--- config.mk ---
export PLATFORM = sky130hd
export DESIGN_NAME = square_spawner
export DESIGN_NICKNAME = d
export VERILOG_FILES = /design/src/rtl/square_spawner.sv
export SDC_FILE = /design/constraint.sdc
export NUM_CORES = 1
export LEC_CHECK = 0
export ABC_AREA = 1
export CAP_MARGIN = 15
export CORE_AREA = 2 2 515 517
export DETAILED_ROUTE_END_ITERATION = 6
export DIE_AREA = 0 0 517 519
export GPL_TIMING_DRIVEN = 0
export PLACE_DENSITY = 0.34
export SETUP_SLACK_MARGIN = 0.5
export SYNTH_ARGS = -nofsm -noshare
export SYNTH_HDL_FRONTEND = slang
export SYNTH_SLANG_ARGS = --single-unit
--- constraint.sdc ---
create_clock -name clk -period 5.2 [get_ports clk]
set_input_delay 1.3 -clock clk [delete_from_list [all_inputs] [get_ports clk]]
set_output_delay 1.3 -clock clk [all_outputs]
set_load 0.03 [all_outputs]
--- src/rtl/square_spawner.sv ---
`default_nettype none
// ============================================================================
// Module   : square_spawner
// Purpose  : Seeds 16 bouncing-square slots from an LFSR, then latches the
//            per-frame update from random_square and drives the active mask.
// Revision : 1.0
// ============================================================================
module square_spawner #(
    parameter int          NUM_SQUARES = 16,
    parameter int          X_MAX       = 639,
    parameter int          Y_MAX       = 479,
    parameter int          SQUARE_SIZE = 10,
    parameter int          SPEED       = 2,
    parameter logic [15:0] LFSR_SEED   = 16'hACE1
) (
    input  logic                        clk,
    input  logic                        reset,
    input  logic                        refresh_tick,
    input  logic                        respawn,
    input  logic [4:0]                  num_square,
    input  logic [40*NUM_SQUARES-1:0]   position_next,
    output logic [40*NUM_SQUARES-1:0]   position,
    output logic [NUM_SQUARES-1:0]      active_mask,
    output logic                        ready
);

    localparam int               IDX_W    = $clog2(NUM_SQUARES);
    localparam logic [IDX_W-1:0] LAST_IDX = IDX_W'(NUM_SQUARES - 1);
    localparam logic [9:0]       X_LIM    = 10'(X_MAX - SQUARE_SIZE);
    localparam logic [9:0]       Y_LIM    = 10'(Y_MAX - SQUARE_SIZE);
    localparam logic [9:0]       POS_D    = 10'(SPEED);
    localparam logic [9:0]       NEG_D    = 10'(-SPEED);

    typedef enum logic [0:0] {
        ST_INIT = 1'b0,
        ST_RUN  = 1'b1
    } state_t;

    state_t            state;
    logic [15:0]       lfsr;
    logic [15:0]       lfsr_next;
    logic [IDX_W-1:0]  idx;
    logic              tick_d1;
    logic [9:0]        raw_x;
    logic [9:0]        raw_y;
    logic [39:0]       new_slot;
    logic [NUM_SQUARES-1:0] mask_next;

    always_comb begin
        lfsr_next = (lfsr >> 1) ^ (lfsr[0] ? 16'hB400 : 16'h0000);
    end

    // Clamping keeps squares on-screen for any geometry; it never bites at the
    // default 640x480 because the raw ranges stop at 512 and 383.
    always_comb begin
        raw_x    = 10'd1 + {1'b0, lfsr[8:0]};
        raw_y    = 10'd1 + {2'b00, lfsr[15:8]} + {3'b000, lfsr[15:9]};
        new_slot = {
            (lfsr[1] ? POS_D : NEG_D),
            (lfsr[0] ? POS_D : NEG_D),
            ((raw_y > Y_LIM) ? Y_LIM : raw_y),
            ((raw_x > X_LIM) ? X_LIM : raw_x)
        };
    end

    always_comb begin
        mask_next = '0;
        for (int i = 0; i < NUM_SQUARES; i++) begin
            mask_next[i] = (i < int'(num_square));
        end
    end

    always_ff @(posedge clk or negedge reset) begin
        if (!reset) begin
            state       <= ST_INIT;
            lfsr        <= LFSR_SEED;
            idx         <= '0;
            tick_d1     <= 1'b0;
            position    <= '0;
            active_mask <= '0;
            ready       <= 1'b0;
        end else begin
            lfsr <= lfsr_next;
            case (state)
                ST_INIT: begin
                    // Ticks seen during INIT must not leak into the first RUN cycle.
                    tick_d1 <= 1'b0;
                    for (int i = 0; i < NUM_SQUARES; i++) begin
                        if (idx == IDX_W'(i)) begin
                            position[40*i +: 40] <= new_slot;
                        end
                    end
                    if (respawn) begin
                        idx <= '0;
                    end else if (idx == LAST_IDX) begin
                        idx         <= '0;
                        state       <= ST_RUN;
                        ready       <= 1'b1;
                        active_mask <= mask_next;
                    end else begin
                        idx <= idx + 1'b1;
                    end
                end
                ST_RUN: begin
                    tick_d1 <= refresh_tick;
                    if (respawn) begin
                        state <= ST_INIT;
                        idx   <= '0;
                        ready <= 1'b0;
                    end else if (tick_d1) begin
                        position    <= position_next;
                        active_mask <= mask_next;
                    end
                end
                default: begin
                    state <= ST_INIT;
                    idx   <= '0;
                    ready <= 1'b0;
                end
            endcase
        end
    end

endmodule
`default_nettype wire

-- Word level (Yosys, flattened, before mapping)
Index checks and enable logic that the tools add are counted.
- memories: 0
- latch bits: 0
- output and inout bits: 657
- flip-flop bits (word level): 679
- memory bits (writable): 0
- bits in read-only memories: 0
- muxes and demuxes: 42
- order comparisons: 18
- multipliers: 0
- $add $sub $neg: 4
- div/mod/pow operators: 0
- bitwise gates (word level): 2
- reductions and logical operators: 19
- shift-type cells: 0
- eq/ne operators: 35
- operators with widths (kind ; count):
    2-to-1 mux 640 bit ; 2
    one-hot mux 640 bit (2 select lines) ; 1
    2-to-1 mux 40 bit ; 16
    2-to-1 mux 16 bit ; 5
    AND reduction 3 bit ; 17
    < comparator 4 x 5 -> 1 bit (first input constant) ; 8
    2-to-1 mux 10 bit ; 4
    != test 2 bit (second input constant) ; 19
    equality test 4 bit (second input constant) ; 8
    one-hot mux 16 bit (2 select lines) ; 1
    < comparator 3 x 5 -> 1 bit (first input constant) ; 4
    equality test 4 x 3 -> 1 bit (second input constant) ; 4
    XOR 15 x 16 -> 16 bit ; 1
    2-to-1 mux 4 bit ; 3
    adder 1 x 9 -> 10 bit (first input constant) ; 1
    adder 9 x 7 -> 10 bit ; 1
    > comparator 10 bit (second input constant) ; 1
    > comparator 10 x 9 -> 1 bit (second input constant) ; 1
    < comparator 1 x 5 -> 1 bit (first input constant) ; 2
    < comparator 2 x 5 -> 1 bit (first input constant) ; 2
    adder 1 x 8 -> 9 bit (first input constant) ; 1
    equality test 4 x 2 -> 1 bit (second input constant) ; 2
    one-hot mux 4 bit (2 select lines) ; 1
    2-to-1 mux 1 bit ; 6
    7 further kinds ; 9

-- Logic depth before layout (Yosys ltp)
- word-level depth: 6
- depth in mapped cells: 16

-- Worst setup path before layout
Ideal clock, no wire load.
- path kind: input-to-reg
- start point: input respawn
- end point: register position[18]
- required time: 5067 ps
- stages on the path: 9
- arrival: 2473 ps
- path slack: 2595 ps
- buffers on the path: 2
- cell sequence: ha_1 nor2_4 inv_4 buf_6 a21oi_4 inv_2 buf_2 a21oi_1 a21oi_1
- word-level cells in the longest chain between the ends: 2
- ends and longest elaborated chain (element ; line ; text):
    start: declaration ; 19 ; input logic respawn,
    != test 2 bit (no source line) ; n/a ;
    AND reduction 3 bit (no source line) ; n/a ;
    end signal: indexed assignment ; 90 ; position[40*i +: 40] <= new_slot;
    end signal: assignment ; 111 ; position <= position_next;
    end: declaration ; 22 ; output logic [40*NUM_SQUARES-1:0] position,
Every way passes these cells.
A chain may end at the register's enable or synchronous reset.

-- Worst setup path in the final report
- start point: input respawn
- end point: register position[499]
The elaborated chain is that of the path after synthesis.

==> summary.txt <==
Synthesis
  • EDFF count, synth: 0
  • Synth Area in Compound Gates: 20.8%
  • Syn Area/Cell: 9.36 sq um
  • Prevailing post-synth register cell: dfrtp_1
  • Largest family of logic cells by synthesized area: compound AO/OA/AOI/OAI gates
  • Sequential area share after synthesis: 59.8%
  • Syn. warnings: 0
  • Post-synthesis mux area share: 0%
  • FF+latch count, synth: 679
  • XOR/XNOR share of the synthesized area: 0.246%
  • Ys async rst share: 100%
  • Yosys cell types: 39
  • Syn Std Cell Area: 0.0284 sq mm
  • Syn Inst Count: 3041
  • Post-Synth Simple-Gate Area: 13.2%
  • Syn Nets: 3709
  • Adder-Cell Fraction of Synth Area: 0.862%

Drt
  • Top Layer Used: met5
  • Metal-1 WL: 94200 um
  • Final ANT Viol Nets: 0
  • DR WL/cell: 30.1 um
  • Met3 WL: 24300 um
  • Vias: 30100
  • Initial DRT Pass Iterations: 7
  • Routed WL: 244000 um
  • 1st-iter DRT viols: 1895
  • Detail Route met2 WL: 119000 um
  • Via density: 3.71
  • DRC Markers: 0

GRT
  • GR Overflow Total: 0
  • Antenna violations before repair: 127
  • Wire length of the first global-routing pass: 313000 um
  • Largest net degree at the start of global routing: 98
  • Number of global-route vias before repair: 30600
  • GRT Total Usage: 17.6%

Pwr
  • VDD IR max: 0.000302 V
  • Power per Cell Area: 425 mW/mm^2
  • P_leak: 19.6 nW
  • Design Power: 21.1 mW

Run
  • Max-Cap Viols: 0

Setup path
  • Critical path required time: 5.84 ns
  • Crit-path max FO: 10
  • Worst Setup Start Kind: input port
  • R2R setup slack: 1.98 ns
  • Worst setup EP type: register
  • CP Class: input port to register
  • Worst EP arrival: 4.40 ns

Clock network
  • Hold buffers post-CTS: 0
  • Post-CTS setup buffers: 0
  • Root Buffer: clkbuf_16
  • Clock sink count: 679
  • Post-CTS sizing: 0
  • Clock slew at the register clock pins of the worst setup and hold paths: 0.06 ns
  • Clk_lat worst skew: 0.76 ns
  • CTS tree: done
  • CTS Buf Count: 99
  • Maximum clock insertion buffer count: 3
  • # H-tree levels: 3

Cells and area
  • Synth-to-layout area growth: 74.9%
  • Footprint of the multi-input gates: 0.0100 sq mm
  • Number of fill cells in the layout: 29400
  • Layout cell share with drive strength beyond 1: 7.62%
  • Final Util: 18.9%
  • Most frequent cells in the layout: 1304 x clkdlybuf4s50_1, 671 x dfrtp_1, 631 x a21oi_1
  • Register area: 0.0170 sq mm
  • Nets: 5133
  • Commonest non-fill, non-tap cell in the layout: clkdlybuf4s50_1

STA
  • Final Worst Setup Slack: 1.44 ns
  • Relative slew slack: 19.4%
  • Sum of negative setup slack: 0 ns
  • Clk_skew: 0.0512 ns
  • Worst-Margin Slew: 1.21 ns
  • # setup viols final: 0
  • Fin crit share: 72.3%
  • Crit path time final: 3.76 ns
  • Max-slew violation count: 0
  • Final hold violation count: 0
  • Max Clk Rate: 0.266 GHz
  • RSZ-0062 raised after global routing: no

Floorplan
  • Cell Rows: 189
  • Die ar.: 0.268 sq mm
  • IO Pins: 1306
  • Die Wd: 517 um
  • Initial Utilization: 10.8%
  • Chip height: 519 um
  • Core Region: 0.263 sq mm

Placed design
  • Dpl hpwl: 201000 um
  • Final Wtd Congestion: 0.836
  • Pre-CTS WS: 0.398 ns
  • Port Buffers: 1305

Min path
  • Worst min path class: register to register

Run status
  • Status: completed
## stage by stage
stage          cells  hold slack [ns]  cell area (sq um)
5_1_grt         8076            0.378              49700
3_3_place_gp    7879            0.363              45900
3_5_place_dp    7897            0.367              46300
2_1_floorplan   3041            0.360              28400
4_1_cts         8072            0.373              49700
6_report        8109            0.368              49800
## worst paths after layout
| check | from | to | cells past startpoint |
|---|---|---|---|
| worst max-delay path | respawn | position[499] | 7 |
| worst max register to register | state | position[37] | 7 |
| worst min-delay path | lfsr[7] | lfsr[6] | 0 |
| max in group asynchronous | reset | position[495] | 5 |
| worst min register to register | lfsr[7] | lfsr[6] | 0 |
| min in group asynchronous | reset | position[62] | 1 |
## logic make-up after synthesis
logic type / after synthesis
and+or+nand+nor: 950
buffers and inverters: 336
adders and majority gates: 19
DFF: 679
xor gates and xnor gates: 8
AOI/OAI and AO/OA: 1049
## worst max-delay path, cell delays in order
cell	delay [ns]
clkdlybuf4s50_1	0.50
ha_1	0.28
nor2_4	0.19
nand2_1	0.60
inv_1	0.29
clkbuf_1	0.91
a22o_1	0.29
## sequential cells by signal, summed over array words and instances, names as in the netlist
register     flops
position       640
active_mask     16
lfsr            16
idx              4
ready            1
state            1
tick_d1          1
## routing by layer
layer | up-vias | global-route usage (%)
li1 | 13300 | -
met1 | 15000 | 20.0
met2 | 1442 | 30.5
met3 | 289 | 7.12
met4 | 66 | 3.94
met5 | - | 0
## final cells by class
class	instances	area share [%]
Timing Repair Buffer	1323	27.0
Sequential cell	679	34.2
Antenna cell	37	0.186
Clock buffer	147	6.03
Buffer	240	2.20
Tap cell	3533	8.88
Clock inverter	28	0.684
Multi-Input combinational cell	2026	20.1
Inverter	96	0.729
## Yosys cell counts (7+ instances only)
cell      number  area, sq um
dfrtp_1      671        16800
a21oi_1      631         3160
nand2_1      452         1700
nor2_1       438         1640
o21ai_0      157          786
a31oi_1      129          807
clkbuf_1     126          473
buf_2         86          430
inv_1         78          293
a22o_1        49          429
o22a_1        48          420
nand3_1       28          140
ha_1          18          225
inv_2         17         63.8
o22ai_1       16          100
buf_1         13         48.8
a21oi_4        9          146
buf_4          9         67.6
dfstp_2        8          210
xor2_1         7         61.3
## power by group
group / switching (mW) / internal (mW)
registers: 0.717 / 6.35
logic: 4.18 / 2.74
clock network: 2.93 / 4.22
Note: power is estimated with default switching activity, not from simulation.
